--- config.mk ---
export PLATFORM = sky130hd
export DESIGN_NAME = coffee_dispenser_flat
export DESIGN_NICKNAME = d
export VERILOG_FILES = /design/src/rtl/coffee_dispenser_if.sv /design/src/rtl/coffee_dispenser.sv /design/src/flat_wrapper.sv
export SDC_FILE = /design/constraint.sdc
export NUM_CORES = 1
export LEC_CHECK = 0
export CORE_UTILIZATION = 45
export CTS_CLUSTER_DIAMETER = 120
export DETAILED_ROUTE_END_ITERATION = 8
export PLACE_DENSITY_LB_ADDON = 0.3
export SLEW_MARGIN = 20
export SYNTH_ARGS = -nofsm -noshare
export SYNTH_HDL_FRONTEND = slang
export SYNTH_SLANG_ARGS = --single-unit
--- constraint.sdc ---
create_clock -name clk -period 2.6 [get_ports clk]
set_input_delay 0.26 -clock clk [delete_from_list [all_inputs] [get_ports clk]]
set_output_delay 0.26 -clock clk [all_outputs]
set_load 0.02 [all_outputs]
--- src/rtl/coffee_dispenser_if.sv ---
`default_nettype none
// ============================================================================
//  Module      : coffee_dispenser_if
//  Description : Signal bundle between the vending controller and the coffee
//                dispenser.
//                master : vending controller side (drives request + sensor)
//                slave  : dispenser side (drives actuators and status)
//  Signals     : dispense, coffee_select[2:0], cup_present (master -> slave)
//                dispense_done, cup_drop, water_valve, flavour_valve[1:0],
//                busy, fault, select_err, cups_served[15:0] (slave -> master)
//  Revision    : 1.0 - initial release
// ============================================================================
interface coffee_dispenser_if;
    logic        dispense;
    logic [2:0]  coffee_select;
    logic        cup_present;

    logic        dispense_done;
    logic        cup_drop;
    logic        water_valve;
    logic [1:0]  flavour_valve;
    logic        busy;
    logic        fault;
    logic        select_err;
    logic [15:0] cups_served;

    modport master (
        output dispense, coffee_select, cup_present,
        input  dispense_done, cup_drop, water_valve, flavour_valve,
               busy, fault, select_err, cups_served
    );

    modport slave (
        input  dispense, coffee_select, cup_present,
        output dispense_done, cup_drop, water_valve, flavour_valve,
               busy, fault, select_err, cups_served
    );
endinterface
`default_nettype wire

--- src/rtl/coffee_dispenser.sv ---
`default_nettype none
// ============================================================================
//  Module      : coffee_dispenser
//  Description : Drink sequencer. A valid request drops a cup, pours hot
//                water, optionally opens one flavour valve, then pulses
//                dispense_done and counts the drink. A missing cup locks the
//                machine in a sticky fault until reset.
//  Ports       : clk            - single rising-edge clock
//                reset          - synchronous active-high reset
//                bus (slave)    - request inputs, actuator and status outputs
//  Parameters  : CUP_CYCLES, POUR_CYCLES, FLAVOUR_CYCLES - phase lengths
//                (1..255 cycles each)
//  Revision    : 1.0 - initial release
// ============================================================================
module coffee_dispenser #(
    parameter int CUP_CYCLES     = 4,
    parameter int POUR_CYCLES    = 8,
    parameter int FLAVOUR_CYCLES = 3
) (
    input  wire logic          clk,
    input  wire logic          reset,
    coffee_dispenser_if.slave  bus
);

    localparam logic [2:0] c_IDLE    = 3'd0;
    localparam logic [2:0] c_CUP     = 3'd1;
    localparam logic [2:0] c_POUR    = 3'd2;
    localparam logic [2:0] c_FLAVOUR = 3'd3;
    localparam logic [2:0] c_DONE    = 3'd4;
    localparam logic [2:0] c_HOLD    = 3'd5;
    localparam logic [2:0] c_FAULT   = 3'd6;

    // Phase counters are loaded with length-1 and the phase ends at zero.
    localparam logic [7:0] c_CUP_LAST     = 8'(CUP_CYCLES - 1);
    localparam logic [7:0] c_POUR_LAST    = 8'(POUR_CYCLES - 1);
    localparam logic [7:0] c_FLAVOUR_LAST = 8'(FLAVOUR_CYCLES - 1);

    logic [2:0]  r_state_q, w_state_d;
    logic [7:0]  r_cnt_q,   w_cnt_d;
    logic [1:0]  r_sel_q,   w_sel_d;

    logic        r_done_q,  w_done_d;
    logic        r_cup_q,   w_cup_d;
    logic        r_water_q, w_water_d;
    logic [1:0]  r_flav_q,  w_flav_d;
    logic        r_busy_q,  w_busy_d;
    logic        r_fault_q, w_fault_d;
    logic        r_err_q,   w_err_d;
    logic [15:0] r_cups_q,  w_cups_d;

    logic        w_sel_valid;
    logic        w_bad_req;

    assign w_sel_valid = (bus.coffee_select >= 3'd1) && (bus.coffee_select <= 3'd3);
    // An invalid request is only recognised when idle; it is answered at once.
    assign w_bad_req   = (r_state_q == c_IDLE) && bus.dispense && !w_sel_valid;

    // ------------------------------------------------------------------
    // State register (also holds the registered outputs)
    // ------------------------------------------------------------------
    always_ff @(posedge clk) begin
        if (reset) begin
            r_state_q <= c_IDLE;
            r_cnt_q   <= 8'd0;
            r_sel_q   <= 2'd0;
            r_done_q  <= 1'b0;
            r_cup_q   <= 1'b0;
            r_water_q <= 1'b0;
            r_flav_q  <= 2'b00;
            r_busy_q  <= 1'b0;
            r_fault_q <= 1'b0;
            r_err_q   <= 1'b0;
            r_cups_q  <= 16'd0;
        end else begin
            r_state_q <= w_state_d;
            r_cnt_q   <= w_cnt_d;
            r_sel_q   <= w_sel_d;
            r_done_q  <= w_done_d;
            r_cup_q   <= w_cup_d;
            r_water_q <= w_water_d;
            r_flav_q  <= w_flav_d;
            r_busy_q  <= w_busy_d;
            r_fault_q <= w_fault_d;
            r_err_q   <= w_err_d;
            r_cups_q  <= w_cups_d;
        end
    end

    // ------------------------------------------------------------------
    // Next-state logic
    // ------------------------------------------------------------------
    always_comb begin
        w_state_d = r_state_q;
        w_cnt_d   = r_cnt_q;
        w_sel_d   = r_sel_q;
        case (r_state_q)
            c_IDLE: begin
                if (bus.dispense) begin
                    if (w_sel_valid) begin
                        w_state_d = c_CUP;
                        w_cnt_d   = c_CUP_LAST;
                        w_sel_d   = bus.coffee_select[1:0];
                    end else begin
                        w_state_d = c_HOLD;
                    end
                end
            end
            c_CUP: begin
                if (r_cnt_q == 8'd0) begin
                    // Cup sensor is only trusted on the last drop cycle.
                    if (bus.cup_present) begin
                        w_state_d = c_POUR;
                        w_cnt_d   = c_POUR_LAST;
                    end else begin
                        w_state_d = c_FAULT;
                    end
                end else begin
                    w_cnt_d = r_cnt_q - 8'd1;
                end
            end
            c_POUR: begin
                if (r_cnt_q == 8'd0) begin
                    if (r_sel_q == 2'd1) begin
                        w_state_d = c_DONE;
                    end else begin
                        w_state_d = c_FLAVOUR;
                        w_cnt_d   = c_FLAVOUR_LAST;
                    end
                end else begin
                    w_cnt_d = r_cnt_q - 8'd1;
                end
            end
            c_FLAVOUR: begin
                if (r_cnt_q == 8'd0) begin
                    w_state_d = c_DONE;
                end else begin
                    w_cnt_d = r_cnt_q - 8'd1;
                end
            end
            c_DONE: begin
                w_state_d = c_HOLD;
            end
            c_HOLD: begin
                // Wait for the controller to drop its level request so a
                // held-high dispense cannot start another drink.
                if (!bus.dispense) begin
                    w_state_d = c_IDLE;
                end
            end
            c_FAULT: begin
                w_state_d = c_FAULT;
            end
            default: begin
                w_state_d = c_IDLE;
            end
        endcase
    end

    // ------------------------------------------------------------------
    // Output logic: actuators and done follow the current state into the
    // output flops, so each is high one cycle after the state that owns it.
    // busy/fault track the state being entered so they match the state.
    // ------------------------------------------------------------------
    always_comb begin
        w_cup_d   = (r_state_q == c_CUP);
        w_water_d = (r_state_q == c_POUR);
        w_flav_d  = 2'b00;
        if (r_state_q == c_FLAVOUR) begin
            w_flav_d = (r_sel_q == 2'd2) ? 2'b01 : 2'b10;
        end
        w_done_d  = (r_state_q == c_DONE) || w_bad_req;
        w_err_d   = w_bad_req;
        w_busy_d  = (w_state_d != c_IDLE);
        w_fault_d = (w_state_d == c_FAULT);
        w_cups_d  = r_cups_q;
        if ((r_state_q == c_DONE) && (r_cups_q != 16'hFFFF)) begin
            w_cups_d = r_cups_q + 16'd1;
        end
    end

    assign bus.dispense_done = r_done_q;
    assign bus.cup_drop      = r_cup_q;
    assign bus.water_valve   = r_water_q;
    assign bus.flavour_valve = r_flav_q;
    assign bus.busy          = r_busy_q;
    assign bus.fault         = r_fault_q;
    assign bus.select_err    = r_err_q;
    assign bus.cups_served   = r_cups_q;

endmodule
`default_nettype wire

--- src/flat_wrapper.sv ---
// flat-port wrapper written by rule: the top's interface ports become plain ports
module coffee_dispenser_flat 
#(
    parameter int CUP_CYCLES     = 4,
    parameter int POUR_CYCLES    = 8,
    parameter int FLAVOUR_CYCLES = 3
)
  (clk, reset, bus_dispense, bus_coffee_select, bus_cup_present, bus_dispense_done, bus_cup_drop, bus_water_valve, bus_flavour_valve, bus_busy, bus_fault, bus_select_err, bus_cups_served);
  coffee_dispenser_if bus_i ();
  input  wire logic clk;
  input  wire logic reset;
  input wire logic [$bits(bus_i.dispense)-1:0] bus_dispense;
  input wire logic [$bits(bus_i.coffee_select)-1:0] bus_coffee_select;
  input wire logic [$bits(bus_i.cup_present)-1:0] bus_cup_present;
  output wire logic [$bits(bus_i.dispense_done)-1:0] bus_dispense_done;
  output wire logic [$bits(bus_i.cup_drop)-1:0] bus_cup_drop;
  output wire logic [$bits(bus_i.water_valve)-1:0] bus_water_valve;
  output wire logic [$bits(bus_i.flavour_valve)-1:0] bus_flavour_valve;
  output wire logic [$bits(bus_i.busy)-1:0] bus_busy;
  output wire logic [$bits(bus_i.fault)-1:0] bus_fault;
  output wire logic [$bits(bus_i.select_err)-1:0] bus_select_err;
  output wire logic [$bits(bus_i.cups_served)-1:0] bus_cups_served;
  assign bus_i.dispense = bus_dispense;
  assign bus_i.coffee_select = bus_coffee_select;
  assign bus_i.cup_present = bus_cup_present;
  assign bus_dispense_done = bus_i.dispense_done;
  assign bus_cup_drop = bus_i.cup_drop;
  assign bus_water_valve = bus_i.water_valve;
  assign bus_flavour_valve = bus_i.flavour_valve;
  assign bus_busy = bus_i.busy;
  assign bus_fault = bus_i.fault;
  assign bus_select_err = bus_i.select_err;
  assign bus_cups_served = bus_i.cups_served;
  coffee_dispenser #(.CUP_CYCLES(CUP_CYCLES), .POUR_CYCLES(POUR_CYCLES), .FLAVOUR_CYCLES(FLAVOUR_CYCLES)) u_core (.clk(clk), .reset(reset), .bus(bus_i));
endmodule
**Yosys cells after proc, flatten, opt, wreduce, memory -nomap -nowiden**

Index checks and enable logic that the tools add are counted.

- Add/subtract/negate cells: 2
- $lt $le $gt $ge: 2
- Equality and inequality tests: 15
- Multiplexer cells: 18
- Bitwise logic cells: 1
- Reduce and logical (&&, ||, !) cells: 13

Operators with widths:

| operator | number |
|---|---|
| two-way mux 8 bit | 7 |
| case mux 8 bit (4 select lines) | 1 |
| two-way mux 3 bit | 8 |
| case mux 3 bit (7 select lines) | 1 |
| adder 16 x 1 -> 16 bit, second input constant | 1 |
| != test 16 bit, second input constant | 1 |
| == test 3 bit, second input constant | 4 |
| zero test 8 bit | 1 |
| subtractor 8 x 1 -> 8 bit, second input constant | 1 |
| == test 3 x 2 -> 1 bit, second input constant | 2 |
| != test 3 bit, second input constant | 2 |
| AND reduction 6 bit | 1 |
| logical AND 1 bit | 4 |
| != test 2 bit, second input constant | 2 |
| nonzero test 4 bit | 1 |
| == test 3 x 1 -> 1 bit, second input constant | 1 |
| >= comparator 3 x 1 -> 1 bit, second input constant | 1 |
| <= comparator 3 x 2 -> 1 bit, second input constant | 1 |
| zero test 3 bit | 1 |
| AND reduction 3 bit | 1 |
| nonzero test 3 bit | 1 |
| == test 2 x 1 -> 1 bit, second input constant | 1 |
| == test 2 bit, second input constant | 1 |
| two-way mux 2 bit | 1 |
| 5 further kinds | 5 |

- Flip-flop bits (word level): 37
- Input bits: 7
- Logic and storage cells: 62

**Logic depth before layout (Yosys ltp)**

Gate-level depths: netlist of the first run.

- Word-level depth: 6
- Gate-level depth with buffers: 7
- Mapped depth without buffers: 7

**Worst setup path before layout of the first run**

OpenSTA, ideal clock, no wires.

- Path type: reg2reg
- From: reg u_core.r_cnt_q[1]
- To: reg u_core.r_cnt_q[4]
- Arrival time: 1.886 ns
- Required time: 2.483 ns
- Path slack: 0.597 ns
- Cell stages (with the launch flop): 8
- Path through: dfxtp_1 inv_1 ha_1 nor3b_1 nand2_2 maj3_2 and2_4 a32o_1

- Longest elaborated chain between the ends: 3

RTL lines:

| element | line | source |
|---|---|---|
| from (decl) | coffee_dispenser.sv:39 | `logic [7:0] r_cnt_q, w_cnt_d;` |
| from (signal assigned) | coffee_dispenser.sv:76 | `r_cnt_q <= w_cnt_d;` |
| subtractor 8 x 1 -> 8 bit or zero test 8 bit (tied branches) | - |  |
| two-way mux 8 bit (tied with other cells) | coffee_dispenser.sv:134 | `if (r_cnt_q == 8'd0) begin` |
| case mux 8 bit (4 select lines) or AND reduction 6 bit (tied branches) | - |  |

Several ways; a longest one is shown, not always the timed one. The select of a mux whose other input is x is not followed.
A chain may end at the register's enable or synchronous reset.

**Worst setup path after layout of the first run**

- From: reg u_core.r_cnt_q[0]
- To: reg u_core.r_cnt_q[5]

Same word-level chain as after synthesis.

==> results of run 1 <==
[cell usage after synthesis (all sizes together), types with 3 or more instances]
master,instances,share of area (%)
and3,5,1.7
o21ai,9,2.5
nand4,5,1.7
nor2,23,4.8
a21oi,9,2.5
inv,9,1.9
nor2b,3,1.0
xnor2,13,6.3
nor3,13,3.6
nor3b,5,2.1
clkbuf,6,1.2
nor4,7,2.8
nand3,13,3.6
dfxtp,37,41
a31oi,3,1.0
nand2,13,2.8
[path summary, 6_finish.rpt]
check	slack, ns	endpoint	start
hold / removal	0.49	u_core.bus.flavour_valve[0]$_SDFF_PP0_	u_core.r_sel_q[0]$_SDFFE_PP0P_
setup / recovery	0.43	u_core.r_cnt_q[5]$_SDFFE_PP0P_	u_core.r_cnt_q[0]$_SDFFE_PP0P_
hold reg to reg	0.49	u_core.bus.flavour_valve[0]$_SDFF_PP0_	u_core.r_sel_q[0]$_SDFFE_PP0P_
setup reg to reg	0.43	u_core.r_cnt_q[5]$_SDFFE_PP0P_	u_core.r_cnt_q[0]$_SDFFE_PP0P_
[where the power goes]
group / leakage (uW) / switching [uW] / internal, uW / total, uW
sequential: 0.000300 / 102 / 659 / 761
combinational: 0.000427 / 469 / 344 / 814
clock: 0.0000585 / 202 / 313 / 515
[per-stage QoR]
| stage | hold slack, ns | utilization [%] |
|---|---|---|
| 2_1_floorplan | 0.407 | - |
| 3_3_place_gp | 0.471 | 57.9 |
| 3_5_place_dp | 0.478 | 57.9 |
| 4_1_cts | 0.488 | 61.0 |
| 5_1_grt | 0.531 | 61.0 |
| 6_report | 0.487 | 61.0 |
[worst register-to-register path, delay by kind of cell (launching register included)]
| kind | cells | cell delay, ns |
|---|---|---|
| fa+ha+maj | 1 | 0.23 |
| compound gates | 2 | 0.43 |
| flops | 1 | 0.40 |
| simple gates | 3 | 0.83 |
| buf+inv | 2 | 0.21 |
[state kept, by name, indices dropped and copies added (netlist names)]
signal                    count
u_core.r_sel_q                2
u_core.bus.cups_served       16
u_core.bus.flavour_valve      2
u_core.r_state_q              3
u_core.bus.select_err         1
u_core.r_cnt_q                8
u_core.bus.cup_drop           1
u_core.bus.busy               1
u_core.bus.water_valve        1
u_core.bus.dispense_done      1
u_core.bus.fault              1
[cell families after synthesis]
logic type               Yosys count
AND/OR/NAND/NOR                  102
multiplexers                       2
flip-flops                        37
adder cells (fa/ha/maj)            4
XOR/XNOR                          13
buffers and inverters             16
AO/OA/AOI/OAI                     39
[area by class of cell]
cell class | instances | share of cell area (%)
Clock buffer | 7 | 3.78
Multi-Input combinational cell | 160 | 43.9
Clock inverter | 1 | 1.31
Inverter | 9 | 1.48
Timing Repair Buffer | 34 | 14.5
Sequential cell | 37 | 32.4
Tap cell | 48 | 2.63
[routing by layer]
| layer | wire length, um | vias to the layer above | GRT usage (%) | share of wire (%) |
|---|---|---|---|---|
| met5 | 0 | - | 0 | 0 |
| met4 | 53 | 0 | 6.79 | 1.3 |
| met3 | 196 | 6 | 6.08 | 4.9 |
| met2 | 1810 | 40 | 31.6 | 46 |
| met1 | 1900 | 801 | 27.9 | 48 |
| li1 | - | 841 | - | - |
==> out/results.ini, run 1 <==
[clock_tree]
cts_made_buffers=5
hold_buffers=0
clockBufferDepth=2
clkTransAtPathRegs_ns=0.07
cts_resized=0
clock_latency_ns=0.29
cts_max_level=2
clock-root-buffer=clkbuf_8
cts_tree=yes
clock_sinks=37
post_cts_buffers=0

[die]
die_w_um=65.3
io_pins=31
die-height_um=65.3
core_area_um2=3740
rows=22
die_area_um2=4270
initial_core_util_pct=48.2

[yosys]
synthesis.area_um2=1810
muxShareOfSynthArea_pct=1.11
synthCells=213
synthArstFlopShare_pct=0
synth_xor_area_share_pct=6.31
ys_seq_elements=37
synth_compound_area_share_pct=14.6
synth.distinct_cells=50
synth_top_family_by_area=simple AND/OR/NAND/NOR gates
synth_edf_count=0
yosysSeqAreaShare_pct=41.0
synthSimpleGateAreaFrac_pct=31.0
ys.flop_type=dfxtp_1
synth_warnings=0
syn_nets=222
synthAdderAreaFrac_pct=2.56
syn_area_per_cell_um2=8.48

[drt]
first_pass_iters=4
viasPerCell=5.70
post_drt_wl_per_cell_um=13.4
wl_um=3970
drtIter0Drc=101
final_antenna_net_count=0
drc=0
vias=1688

[power_and_ir_drop]
vdd.ir_drop.worst_uv=575
p_leak_uw=0.000786
power_density_nw_per_um2=915
power_uw=2090

[critical_path]
arrival_ns=2.39
worstRegToRegCells=8
cp_top_family=simple AND/OR/NAND/NOR gates
cpPeakStageDelay_ns=0.56
path_class=flip-flop to flip-flop
cpMaxStageDelayCell=or4b_1
worstSetupStartpointType=flip-flop
critPathBufInv=2
cp_max_fo=8
cp.depth=8
crit_required_ns=2.82
end_kind=flip-flop
crit_chain=inv_1, ha_1, nor3b_1, buf_4, nand2_2, o211ai_1, or4b_1, a31oi_1

[placed_design]
dp_slack_ns=0.414
dp.final_hpwl_um=2780
io_buffers=30
dp.cells=288
post_dp_cell_area_um2=2170
place.gp.congestion=0.792

[grt]
grt_use_total_pct=20.8
grt_max_degree=23
grt_pass1_wl_um=6780
grt_pass1_vias=1479
overflow=0
antenna_found_initial=0

[min_path]
worstHoldPathType=flip-flop to flip-flop
worstHoldPathCells=1

[sta]
timing.fmax_mhz=462
tightest_slew_ns=0.572
tns_ns=0
max-slew-margin-rel_pct=61.6
period_minus_slack_ns=2.17
skew_ns=0.00469
drv_slew=0
finalSetupViolCount=0
timing_hold_violations_final=0
rsz0062_at_grt=false
setup_ws_ns=0.434
fin_crit_sh_pct=83.3

[layout]
final_cell_area_um2=2280
final_common_cell=dfxtp_1
antenna_cells=0
multi_input_comb_area_um2=1000
final-instance-count-excl-fill=296
drive_gt1_share_pct=8.06
fillers=349
fin_nets=256
regArea_um2=741
area_delta_synth_final_pct=26.5
final_cell_mix=dfxtp_1 (37), clkdlybuf4s50_1 (30), nor2_1 (23)

[run]
maxCapViolations=0

[outcome]
outcome=finished, final reports clean

(Power assumes the default switching activity.)
==> inputs of run 2 (changes only) <==
Clock period 2.6 ns to 1.79 ns, I/O delays scaled along.
==> out/results.ini, run 2 (synthesized netlist as in run 1, its figures left out) <==
[clock_tree]
clock_latency_ns=0.29  ; about the same
clockBufferDepth=2  ; unchanged
clock_sinks=37  ; unchanged
clkTransAtPathRegs_ns=0.07  ; about the same
clock-root-buffer=clkbuf_8  ; unchanged
cts_made_buffers=5  ; unchanged
cts_tree=yes  ; unchanged
hold_buffers=0  ; unchanged
cts_max_level=2  ; unchanged

[layout]
largest_reg_flops=16  ; unchanged
final-instance-count-excl-fill=321  ; was 296
final_cell_area_um2=2560  ; was 2280 um^2
final_common_cell=dfxtp_1  ; unchanged
final_core_util_pct=68.4  ; was 61.0%
drive_gt1_share_pct=21.2  ; was 8.06%
fin_nets=281  ; was 256
antenna_cells=0  ; unchanged
final_cell_mix=dfxtp_1 (35), clkdlybuf4s50_1 (30), buf_4 (28)  ; was dfxtp_1 (37), clkdlybuf4s50_1 (30), nor2_1 (23)
area_delta_synth_final_pct=41.8  ; was 26.5%

[grt]
grt_pass1_vias=1567  ; was 1479
grt_max_degree=15  ; was 23
overflow=0  ; unchanged
grt_use_total_pct=22.1  ; was 20.8%
antenna_found_initial=0  ; unchanged
grt_pass1_wl_um=7180  ; was 6780 um

[min_path]
worstHoldPathType=flip-flop to flip-flop  ; unchanged
min_from=u_core.r_sel_q[1]$_SDFFE_PP0P_  ; was u_core.r_sel_q[0]$_SDFFE_PP0P_

[power_and_ir_drop]
clkPwrFrac_pct=20.9  ; was 24.6%
pwr-share-seq_pct=30.3  ; was 36.4%
combPwrFrac_pct=48.8  ; was 38.9%
power_density_nw_per_um2=1400  ; was 915 nW/um^2
power_switching_uw=1300  ; was 774 uW
power_uw=3580  ; was 2090 uW
vdd.ir_drop.worst_uv=856  ; was 575 uV
swShare_pct=36.3  ; was 37.0%
p_int_uw=2280  ; was 1320 uW
p_leak_uw=0.000927  ; was 0.000786 uW

[drt]
first_pass_iters=4  ; unchanged
drtIter0Drc=91  ; was 101
vias=1777  ; was 1688
final_antenna_net_count=0  ; unchanged
post_drt_wl_per_cell_um=14.0  ; was 13.4 um
drc=0  ; unchanged
wl_um=4500  ; was 3970 um
viasPerCell=5.54  ; was 5.70

[critical_path]
cp_top_family=simple AND/OR/NAND/NOR gates  ; unchanged
crit_chain=inv_2, ha_4, buf_4, or3b_4, nor4_4, a21oi_1, o21ai_1, o22ai_1  ; was inv_1, ha_1, nor3b_1, buf_4, nand2_2, o211ai_1, or4b_1, a31oi_1
end_kind=flip-flop  ; unchanged
timing.rr.start=u_core.r_cnt_q[1]$_SDFFE_PP0P_  ; was u_core.r_cnt_q[0]$_SDFFE_PP0P_
crit_start=u_core.r_cnt_q[1]$_SDFFE_PP0P_  ; was u_core.r_cnt_q[0]$_SDFFE_PP0P_
cpPeakStageDelay_ns=0.40  ; was 0.56 ns
cpMaxStageDelayCell=or3b_4  ; was or4b_1
critPathBufInv=2  ; unchanged
cp_max_fo=3  ; was 8
path_class=flip-flop to flip-flop  ; unchanged
worstSetupStartpointType=flip-flop  ; unchanged
crit_required_ns=1.96  ; was 2.82 ns
arrival_ns=1.94  ; was 2.39 ns

[run]
maxCapViolations=0  ; unchanged

[die]
core_area_um2=3740  ; unchanged
rows=22  ; unchanged
io_pins=31  ; unchanged
initial_core_util_pct=48.2  ; unchanged
die_w_um=65.3  ; unchanged
die_area_um2=4270  ; unchanged
die-height_um=65.3  ; unchanged

[placed_design]
dp.final_hpwl_um=3050  ; was 2780 um
post_dp_cell_area_um2=2360  ; was 2170 um^2
dp_slack_ns=-0.0766  ; was 0.414 ns
dp.cells=312  ; was 288
place.gp.congestion=0.842  ; was 0.792
io_buffers=30  ; unchanged

[sta]
finalSetupViolCount=0  ; unchanged
rsz0062_at_grt=true  ; was false
max-slew-margin-rel_pct=75.7  ; was 61.6%
fin_crit_sh_pct=98.6  ; was 83.3%
period_minus_slack_ns=1.76  ; was 2.17 ns
tightest_slew_ns=0.361  ; was 0.572 ns
setup_ws_ns=0.0252  ; was 0.434 ns
drv_slew=0  ; unchanged
timing.fmax_mhz=567  ; was 462 MHz
skew_ns=0.00786  ; was 0.00469 ns
timing_hold_violations_final=0  ; unchanged

[outcome]
outcome=finished, final reports clean  ; unchanged

run 2: worst paths after layout:
| path | to | slack, ns | cells past startpoint |
|---|---|---|---|
| worst max-delay path | u_core.r_cnt_q[6]$_SDFFE_PP0P_ | 0.03 | 8 |
| worst min-delay path | u_core.bus.flavour_valve[1]$_SDFF_PP0_ | 0.48 | 1 |
| worst max register to register | u_core.r_cnt_q[6]$_SDFFE_PP0P_ | 0.03 | 8 |
| worst min register to register | u_core.bus.flavour_valve[1]$_SDFF_PP0_ | 0.48 | 1 |
run 2: power by group through the flow:
stage | combinational, uW | sequential [uW] | clock, uW
2_1_floorplan | 813 | 1140 | 0
3_3_place_gp | 1530 | 1070 | 0
3_5_place_dp | 1540 | 1070 | 0
4_1_cts | 1560 | 1060 | 765
5_1_grt | 1890 | 1100 | 799
6_report | 1750 | 1080 | 747
run 2: timing repair:
item / in CTS / in global routing
gates resized for setup: 1 / 17
setup endpoints to repair: 2 / 14
pin swaps: 1 / 6
buffers inserted: 0 / 1
run 2: cell type report:
class                   count  area (um^2)
fillers                   328         1180
multi-input cells         160         1080
flip-flops and latches     37          743
repair buffers             59          522
clock buffers               7         86.3
well taps                  48         60.1
inverters                   9         33.8
clock inverters             1         30.0
run 2: per-layer routing:
metal | vias up | track usage, % | wire length, um | share of wire [%]
li1 | 892 | - | - | -
met1 | 831 | 29.2 | 2110 | 47
met2 | 43 | 34.3 | 2100 | 47
met3 | 11 | 6.08 | 198 | 4.4
met4 | 0 | 7.88 | 86 | 1.9
met5 | - | 0 | 0 | 0
run 2: per-stage QoR:
stage	hold WS (ns)	TNS [ns]
3_5_place_dp	0.470	-0.0876
2_1_floorplan	0.326	-0.0753
6_report	0.475	0
5_1_grt	0.522	-0.173
4_1_cts	0.481	0
3_3_place_gp	0.469	-0.0392
==> inputs of run 3 (changes only) <==
--- a/config.mk
+++ b/config.mk
@@ -8,6 +8,6 @@
 export CORE_UTILIZATION = 45
-export CTS_CLUSTER_DIAMETER = 120
+export CTS_CLUSTER_DIAMETER = 150
 export DETAILED_ROUTE_END_ITERATION = 8
 export PLACE_DENSITY_LB_ADDON = 0.3
-export SLEW_MARGIN = 20
+export SLEW_MARGIN = 30
 export SYNTH_ARGS = -nofsm -noshare
--- a/constraint.sdc
+++ b/constraint.sdc
@@ -3,2 +3,2 @@
 set_output_delay 0.179 -clock clk [all_outputs]
-set_load 0.02 [all_outputs]
+set_load 0.005 [all_outputs]
==> out/results.ini, run 3 (synthesized netlist as in run 1, its figures left out) <==
[drt]
viasPerCell=5.56  ; was 5.54
drtIter0Drc=80  ; was 91
final_antenna_net_count=0  ; unchanged
post_drt_wl_per_cell_um=14.3  ; was 14.0 um
first_pass_iters=4  ; unchanged
wl_um=4650  ; was 4500 um
drc=0  ; unchanged
vias=1807  ; was 1777

[critical_path]
worstRegToRegCells=4  ; was 8
crit_chain=or3b_1, or3_4, or3_1, a21oi_1  ; was inv_2, ha_4, buf_4, or3b_4, nor4_4, a21oi_1, o21ai_1, o22ai_1
crit_required_ns=2.02  ; was 1.96 ns
cp.depth=4  ; was 8
end_kind=flip-flop  ; unchanged
cpPeakStageDelay_ns=0.43  ; was 0.40 ns
r2r_end=u_core.bus.cups_served[8]$_SDFFE_PP0P_  ; was u_core.r_cnt_q[6]$_SDFFE_PP0P_
crit_start=u_core.r_state_q[1]$_SDFF_PP0_  ; was u_core.r_cnt_q[1]$_SDFFE_PP0P_
cp_top_family=simple AND/OR/NAND/NOR gates  ; unchanged
arrival_ns=1.93  ; was 1.94 ns
timing.rr.start=u_core.r_state_q[1]$_SDFF_PP0_  ; was u_core.r_cnt_q[1]$_SDFFE_PP0P_
cp_max_fo=5  ; was 3
cpMaxStageDelayCell=or3_4  ; was or3b_4
path_class=flip-flop to flip-flop  ; unchanged
worstSetupStartpointType=flip-flop  ; unchanged
endpoint=u_core.bus.cups_served[8]$_SDFFE_PP0P_  ; was u_core.r_cnt_q[6]$_SDFFE_PP0P_
critPathBufInv=0  ; was 2
rrSetupSlack_ns=0.08  ; was 0.03 ns

[grt]
grt_max_degree=20  ; was 15
grt_pass1_wl_um=7890  ; was 7180 um
antenna_found_initial=0  ; unchanged
overflow=0  ; unchanged
grt_use_total_pct=24.4  ; was 22.1%
grt_pass1_vias=1739  ; was 1567

[die]
die_area_um2=4270  ; unchanged
die-height_um=65.3  ; unchanged
io_pins=31  ; unchanged
die_w_um=65.3  ; unchanged
initial_core_util_pct=48.2  ; unchanged
rows=22  ; unchanged
core_area_um2=3740  ; unchanged

[sta]
rsz0062_at_grt=true  ; unchanged
drv_slew=0  ; unchanged
fin_crit_sh_pct=95.3  ; was 98.6%
finalSetupViolCount=0  ; unchanged
max-slew-margin-rel_pct=75.3  ; was 75.7%
timing.fmax_mhz=586  ; was 567 MHz
timing_hold_violations_final=0  ; unchanged
tns_ns=0  ; unchanged
setup_ws_ns=0.0838  ; was 0.0252 ns
period_minus_slack_ns=1.71  ; was 1.76 ns
tightest_slew_ns=0.367  ; was 0.361 ns
skew_ns=0.00312  ; was 0.00786 ns

[clock_tree]
clockBufferDepth=2  ; unchanged
cts_max_level=2  ; unchanged
cts_tree=yes  ; unchanged
cts_made_buffers=5  ; unchanged
clkTransAtPathRegs_ns=0.07  ; about the same
hold_buffers=0  ; unchanged
clock_latency_ns=0.29  ; about the same
clock_sinks=37  ; unchanged
clock-root-buffer=clkbuf_8  ; unchanged

[placed_design]
dp_slack_ns=-0.0598  ; was -0.0766 ns
io_buffers=30  ; unchanged
dp.final_hpwl_um=3180  ; was 3050 um
post_dp_cell_area_um2=2390  ; was 2360 um^2
place.gp.congestion=0.836  ; was 0.842

[layout]
final_cell_area_um2=2570  ; was 2560 um^2
fillers=315  ; was 328
largest_reg_flops=16  ; unchanged
final_cell_mix=dfxtp_1 (34), buf_4 (31), clkdlybuf4s50_1 (30)  ; was dfxtp_1 (35), clkdlybuf4s50_1 (30), buf_4 (28)
area_delta_synth_final_pct=42.6  ; was 41.8%
final_common_cell=dfxtp_1  ; unchanged
final_core_util_pct=68.8  ; was 68.4%
antenna_cells=0  ; unchanged
fin_nets=286  ; was 281
drive_gt1_share_pct=22.7  ; was 21.2%

[power_and_ir_drop]
p_leak_uw=0.000940  ; was 0.000927 uW
power_density_nw_per_um2=1340  ; was 1400 nW/um^2
vdd.ir_drop.worst_uv=1010  ; was 856 uV

[run]
maxCapViolations=0  ; unchanged

[outcome]
outcome=finished, final reports clean  ; unchanged

[min_path]
worstHoldPathType=flip-flop to flip-flop  ; unchanged

[run 3: cell type report]
cell class                      instances  area [um^2]  area share, %
Inverter                                9         33.8           1.31
Sequential cell                        37          744           28.9
Clock buffer                            6         82.6           3.21
Tap cell                               48         60.1           2.33
Clock inverter                          1         7.51          0.292
Timing Repair Buffer                   64          576           22.4
Multi-Input combinational cell        160         1070           41.6
[run 3: timing repair]
item / in CTS / in global routing
resized for setup: 0 / 16
buffers inserted: 2 / 2
endpoints found under the setup margin: 3 / 15
pin swaps: 1 / 7
[run 3: layer usage]
metal | vias up | global-route usage, % | share of wire (%)
met4 | 0 | 13.6 | 3.1
met3 | 16 | 5.90 | 4.1
met5 | - | 0 | 0
met1 | 842 | 31.6 | 47
li1 | 898 | - | -
met2 | 51 | 36.9 | 46
[run 3: where the power goes]
part	total, uW	internal (uW)	switching (uW)	leakage (uW)
logic	1760	924	837	0.000596
registers	1080	963	118	0.000301
clock network	610	304	306	0.0000433
[run 3: how the worst min path moves through the flow]
stage	start	to	slack, ns	depth (start not counted)
6_report	u_core.r_sel_q[1]$_SDFFE_PP0P_	u_core.bus.flavour_valve[1]$_SDFF_PP0_	0.48	1
4_1_cts	u_core.r_sel_q[1]$_SDFFE_PP0P_	u_core.bus.flavour_valve[1]$_SDFF_PP0_	0.48	1
3_3_place_gp	u_core.r_sel_q[1]$_SDFFE_PP0P_	u_core.bus.flavour_valve[1]$_SDFF_PP0_	0.47	1
2_1_floorplan	bus_coffee_select[0]	u_core.r_sel_q[0]$_SDFFE_PP0P_	0.33	2
3_5_place_dp	u_core.r_sel_q[0]$_SDFFE_PP0P_	u_core.bus.flavour_valve[0]$_SDFF_PP0_	0.48	1
5_1_grt	u_core.r_sel_q[1]$_SDFFE_PP0P_	u_core.bus.flavour_valve[1]$_SDFF_PP0_	0.51	1
[run 3: per-stage QoR]
| step | hold slack, ns | power [uW] | std cells |
|---|---|---|---|
| 6_report | 0.477 | 3450 | 325 |
| 5_1_grt | 0.512 | 3660 | 325 |
| 4_1_cts | 0.477 | 3320 | 323 |
| 3_5_place_dp | 0.480 | 2640 | 314 |
| 3_3_place_gp | 0.465 | 2600 | 314 |
| 2_1_floorplan | 0.326 | 1910 | 213 |
